===== config.mk =====
export PLATFORM = sky130hd
export DESIGN_NAME = rs_rom_arb
export DESIGN_NICKNAME = d
export VERILOG_FILES = /design/src/rtl/rs_rom_arb.sv
export SDC_FILE = /design/constraint.sdc
export NUM_CORES = 1
export LEC_CHECK = 0
export CAP_MARGIN = 20
export CORE_UTILIZATION = 41
export CTS_CLUSTER_DIAMETER = 80
export DETAILED_ROUTE_END_ITERATION = 8
export PLACE_DENSITY = 0.73
export SLEW_MARGIN = 20
export SYNTH_ARGS = -nofsm -noshare
export SYNTH_HDL_FRONTEND = slang
export SYNTH_SLANG_ARGS = --single-unit

===== constraint.sdc =====
create_clock -name clk -period 3.6 [get_ports clk]
set_input_delay 0.72 -clock clk [delete_from_list [all_inputs] [get_ports clk]]
set_output_delay 0.72 -clock clk [all_outputs]
set_load 0.02 [all_outputs]

===== src/rtl/rs_rom_arb.sv =====
// Round-robin arbiter sharing one registered GF(256) inv/log table among NREQ ports.
// Optional zero-operand flagging is enabled by defining RS_ROM_ARB_ZERO_CHK_EN.
module rs_rom_arb #(
    parameter int NREQ = 4
) (
    input  logic              clk,
    input  logic              rst,
    input  logic [NREQ-1:0]   req_valid,
    input  logic [NREQ-1:0]   req_op,
    input  logic [8*NREQ-1:0] req_data,
    output logic [NREQ-1:0]   req_ready,
    output logic [NREQ-1:0]   rsp_valid,
    output logic [8*NREQ-1:0] rsp_data,
    output logic [NREQ-1:0]   rsp_err,
    input  logic [NREQ-1:0]   rsp_ready,
    output logic [8:0]        rom_addr,
    input  logic [7:0]        rom_q
);

    localparam int PW = (NREQ > 1) ? $clog2(NREQ) : 1;

    logic [PW-1:0]   rr_ptr;
    logic [PW-1:0]   gidx;
    logic [PW-1:0]   nxt_ptr;
    logic [PW-1:0]   s1_idx;
    logic [PW-1:0]   s2_idx;
    logic [NREQ-1:0] busy;
    logic [NREQ-1:0] elig;
    logic [NREQ-1:0] gnt;
    logic            found;
    logic            s1_v;
    logic            s2_v;
    logic            sel_op;
    logic [7:0]      sel_data;
    int              j;

    // A port stays ineligible from acceptance until its response is consumed.
    assign elig = req_valid & ~busy;

    always_comb begin
        gnt   = '0;
        gidx  = '0;
        found = 1'b0;
        j     = 0;
        for (int i = 0; i < NREQ; i++) begin
            j = int'(rr_ptr) + i;
            if (j >= NREQ) j = j - NREQ;
            if (!found && elig[j]) begin
                found  = 1'b1;
                gnt[j] = 1'b1;
                gidx   = PW'(j);
            end
        end
    end

    always_comb begin
        sel_op   = 1'b0;
        sel_data = '0;
        for (int i = 0; i < NREQ; i++) begin
            if (gnt[i]) begin
                sel_op   = req_op[i];
                sel_data = req_data[8*i +: 8];
            end
        end
    end

    assign req_ready = rst ? '0 : gnt;
    assign nxt_ptr   = (gidx == PW'(NREQ - 1)) ? '0 : gidx + PW'(1);

`ifdef RS_ROM_ARB_ZERO_CHK_EN
    logic s1_z;
    logic s2_z;
`endif

    always_ff @(posedge clk or posedge rst) begin
        if (rst) begin
            rr_ptr    <= '0;
            busy      <= '0;
            s1_v      <= 1'b0;
            s2_v      <= 1'b0;
            s1_idx    <= '0;
            s2_idx    <= '0;
            rsp_valid <= '0;
            rsp_data  <= '0;
            rom_addr  <= '0;
`ifdef RS_ROM_ARB_ZERO_CHK_EN
            s1_z      <= 1'b0;
            s2_z      <= 1'b0;
            rsp_err   <= '0;
`endif
        end else begin
            if (found) begin
                rr_ptr   <= nxt_ptr;
                rom_addr <= {sel_op, sel_data};
            end
            s1_v   <= found;
            s1_idx <= gidx;
            s2_v   <= s1_v;
            s2_idx <= s1_idx;
`ifdef RS_ROM_ARB_ZERO_CHK_EN
            s1_z   <= (sel_data == 8'd0);
            s2_z   <= s1_z;
`endif
            for (int k = 0; k < NREQ; k++) begin
                if (found && gnt[k]) busy[k] <= 1'b1;
                if (rsp_valid[k] && rsp_ready[k]) begin
                    rsp_valid[k] <= 1'b0;
                    busy[k]      <= 1'b0;
`ifdef RS_ROM_ARB_ZERO_CHK_EN
                    rsp_err[k]   <= 1'b0;
`endif
                end
                // rom_q now reflects the address registered two edges ago.
                if (s2_v && s2_idx == PW'(k)) begin
                    rsp_valid[k]       <= 1'b1;
                    rsp_data[8*k +: 8] <= rom_q;
`ifdef RS_ROM_ARB_ZERO_CHK_EN
                    rsp_err[k]         <= s2_z;
`endif
                end
            end
        end
    end

`ifndef RS_ROM_ARB_ZERO_CHK_EN
    assign rsp_err = '0;
`endif

endmodule


==> results <==
- The number of different library cells used by synthesis comes to 47.
- The largest clock skew in the final design is 7.72 ps.
- The Yosys warning count is 0.
- For this configuration, the core starts out at a cell density of 0.434.
- Setup slack closes at 87.3 ps.
- The final critical path time including I/O delays and setup is 3510 ps.
- The detailed-route wire length per cell is 16.1 um.
- The die width is 87.8 um.
- The timing-limited maximum frequency is 285 MHz.
- In this run the power density over the cells is 1070 mW/mm2.
- The core region area is 0.00694 mm2.
- The post-synthesis register bit count is 57.
- Yosys mapped a number of flops with a built-in enable equal to 0.
- For the pin with the worst max-slew slack, the measured transition is 706 ps.
- The site row count is 30.
- The count of max-cap constraint violations is 0.
- Clock tree synthesis selected as its root buffer the cell sky130_fd_sc_hd__clkbuf_8.
- The flow ran to the end, and the final reports show no timing, DRC or antenna violations.
- Walking the worst path, the cells encountered are clkdlybuf4s50_1, nor2b_1, mux4_2, a22o_1, a221o_1, and2_1, buf_2.
- The worst setup timing slack at the placement stage is -350 ps.
- The number of setup buffers added after CTS is 0.
- Clock tree synthesis found a total of 57 sinks.
- The worst hold path class is register to register.
- After the first detailed-routing iteration, the DRC count stood at 90.
- From bottom edge to top edge, the die measures 87.8 um.
- The total overflow reported by the global router is 0.
- Summing over every cut layer, the via total after detailed routing is 2,642.
- The mapped cell area is 0.00302 mm2.
- The number of slew-limit violations in the final report came to 0.
- Routability-driven placement finished with a final weighted congestion of 0.919.
- The ratio of final minimum period to clock period is 0.976.
- The final number of hold-violating endpoints is 0.
- Clock latency on the worst-skew pair, taken at its later pin, is 330 ps.
- The global-route wire length before repair is 13,100 um.
- The detail route stage leaves a number of antenna-violating nets equal to 0.
- STA classifies the critical path endpoint as a primary output.
- In the final layout, the share of cells above drive strength 1 is 0.268.
- The global-route total usage across every layer is 0.222.
- The most frequently used flop master after synthesis is sky130_fd_sc_hd__dfrtp_1.
- The I/O pin total is 107.
- The static leakage is 1.95 nW.
- Of all flip-flops after synthesis, the portion carrying an async set or reset was 1.00.
- The area used by multi-input combinational logic is 0.00150 mm2.
- Across the VDD grid, the largest voltage drop is 0.462 mV.
- The number of antenna violations at the first check in global routing is 0.
- Synthesis handed over a netlist of 260 instances.
- The slowest library cell on the worst path is sky130_fd_sc_hd__mux4_2.
- The clock tree from TritonCTS is yes.
- In the final design database the tool counted 457 nets.
- The relative area change from synthesis to final layout is 51.1%.
- Setup violations remaining at the end of the flow were counted as 0.
- The number of clock buffers added by TritonCTS is 9.
- The number of diodes added for antenna fixing is 0.
- Summed over all layers, the routed wires come to 8000 um.
- The longest individual stage delay on the worst path is 550 ps.
- The pin count of the biggest net entering global routing is 58.
- Setup repair after global routing left no endpoint under its margin.
- The number of levels in the clock H-tree is 3.
- The critical path class is input port to primary output.
- The setup TNS is 0 ps.
- At the worst endpoint, the required time is 2880 ps.
- The die area is 0.00770 mm2.
- The maximum fanout encountered on the critical timing path is 6.
- Measured against its own limit, the worst slew margin works out to 0.529.
- The synthesized area divided by synthesized cell count is 11.6 um2.
- The count of input and output buffers is 102.
- The total iterations of the first detailed-routing run is 4.
- Counting along the longest clock path gives a buffer depth of 2.
- The number of global-route vias before repair is 2,722.
- The layout has 550 filler cells.
- The register area share after synthesis is 0.473.
- The worst setup path is launched from an input port.
- The number of vias per cell after detailed routing is 5.33.
- After detailed routing, the number of remaining DRC violations is 0.
- The storage element area is 0.00143 mm2.
- The number of buffers inserted for hold repair after clock tree synthesis is 0.
- STA puts the critical path data arrival time at 2790 ps.
- The final HPWL from detailed placement is 6050 um.
- Clock-pin slew was measured on the worst setup and hold paths at 60 ps.
[repair_timing]
action	in CTS	in global routing
gates resized for setup	10	9
endpoints found under the setup margin	4	4
pin swaps	0	1
[critical path, delay by kind of cell]
| family | cells | cell delay (ps) |
|---|---|---|
| buffers and inverters | 2 | 590 |
| AO/OA/AOI/OAI | 2 | 580 |
| multiplexers | 1 | 550 |
| AND/OR/NAND/NOR | 2 | 350 |
[power by group]
part	internal, W	leakage, nW	switching (W)
clock network	0.000407	0.113	0.000248
registers	0.000980	0.677	0.000187
logic	0.00150	1.16	0.00154
total	0.00289	1.95	0.00197
[cell usage after synthesis, drive strengths merged (2+ instances only)]
cell type  number  area share
mux4            2       0.015
dfrtp          57        0.47
nor3            3      0.0050
and4            2      0.0058
ha              8       0.033
a21oi           4      0.0066
nand3b         11       0.027
a22o            3      0.0087
o21ai           4      0.0066
nand4           4      0.0083
nor3b           2      0.0050
a211oi          2      0.0066
a22oi           3      0.0075
clkbuf          5      0.0062
nand2          14       0.017
o2111ai         9       0.045
buf             9       0.019
and2            3      0.0062
a31oi          10       0.021
a21boi          9       0.022
nand2b         13       0.027
a31o            2      0.0058
mux2i           2      0.0066
inv            11       0.014
nor2           10       0.012
nand3           7       0.016
nor2b           5       0.010
mux2           32        0.12
[layout by cell type, fill, tap and decap left out, types with 3 or more instances in the layout]
cell type / instances
sky130_fd_sc_hd__nor3_1: 3
sky130_fd_sc_hd__nand3_1: 5
sky130_fd_sc_hd__a21oi_1: 3
sky130_fd_sc_hd__nand4_1: 4
sky130_fd_sc_hd__o2111ai_2: 9
sky130_fd_sc_hd__mux2_2: 32
sky130_fd_sc_hd__a22o_1: 3
sky130_fd_sc_hd__inv_1: 9
sky130_fd_sc_hd__dfrtp_1: 57
sky130_fd_sc_hd__conb_1: 4
sky130_fd_sc_hd__o21ai_0: 4
sky130_fd_sc_hd__a31oi_1: 10
sky130_fd_sc_hd__nand3b_1: 11
sky130_fd_sc_hd__and2_1: 3
sky130_fd_sc_hd__nand2b_1: 13
sky130_fd_sc_hd__clkdlybuf4s50_1: 98
sky130_fd_sc_hd__ha_1: 8
sky130_fd_sc_hd__a21boi_0: 9
sky130_fd_sc_hd__a22oi_1: 3
sky130_fd_sc_hd__buf_4: 33
sky130_fd_sc_hd__clkbuf_8: 10
sky130_fd_sc_hd__nand2_1: 14
sky130_fd_sc_hd__nor2b_1: 4
sky130_fd_sc_hd__nor2_1: 9
[final timing paths]
| path | from | end | cells past startpoint | slack [ps] |
|---|---|---|---|---|
| setup / recovery | req_valid[1] | req_ready[0] | 7 | 90 |
| hold / removal | s1_idx[0] | s2_idx[0] | 0 | 350 |
| setup reg to reg | register | rom_addr[2] | 9 | 840 |
| hold reg to reg | s1_idx[0] | s2_idx[0] | 0 | 350 |
| max in group asynchronous | rst | rsp_data[20] | 3 | 2110 |
| min in group asynchronous | rst | rsp_valid[2] | 3 | 1000 |
[through the flow]
step / util / power, W / std cells / hold WS [ps] / cell area [um2]
after CTS: 0.657 / 0.00488 / 496 / 351 / 4570
after floorplan: - / 0.00297 / 263 / 331 / 3030
after global placement: 0.625 / 0.00416 / 480 / 332 / 4340
after global routing: 0.657 / 0.00519 / 496 / 364 / 4560
final: 0.657 / 0.00486 / 496 / 348 / 4560
after detailed placement: 0.625 / 0.00422 / 480 / 336 / 4340
[sequential cells by signal (all words and copies together), names as in the netlist, named ones only]
name / cells
rsp_data: 32
s2_idx: 2
s1_v: 1
rr_ptr: 1
s1_idx: 2
s2_v: 1
rsp_valid: 4
rom_addr: 9
busy: 4
[cells by family (layout without fill, tap and decap cells)]
| kind of cell | Yosys count | count (layout) | share of synthesized area |
|---|---|---|---|
| and+or+nand+nor | 78 | 78 | 0.156 |
| DFF | 57 | 57 | 0.473 |
| AOI/OAI and AO/OA | 54 | 54 | 0.154 |
| muxes | 36 | 36 | 0.141 |
| buffers and inverters | 25 | 162 | 0.0390 |
| adders and majority gates | 8 | 8 | 0.0332 |
| other | 1 | 4 | 0.00124 |
| xor gates and xnor gates | 1 | 1 | 0.00290 |
[layout make-up]
class                   instances  share of cell area
multi-input cells             181               0.330
clock inverters                 5              0.0173
flip-flops and latches         57               0.313
inverters                      11             0.00906
clock buffers                  11              0.0310
well taps                      96              0.0263
repair buffers                135               0.274
[metal layers]
metal | part of all wire | GRT usage
met2 | 0.50 | 0.384
met4 | 0.018 | 0.0686
met5 | 0 | 0
met3 | 0.062 | 0.0528
met1 | 0.42 | 0.275
Note: power is estimated with default switching activity, not from simulation.
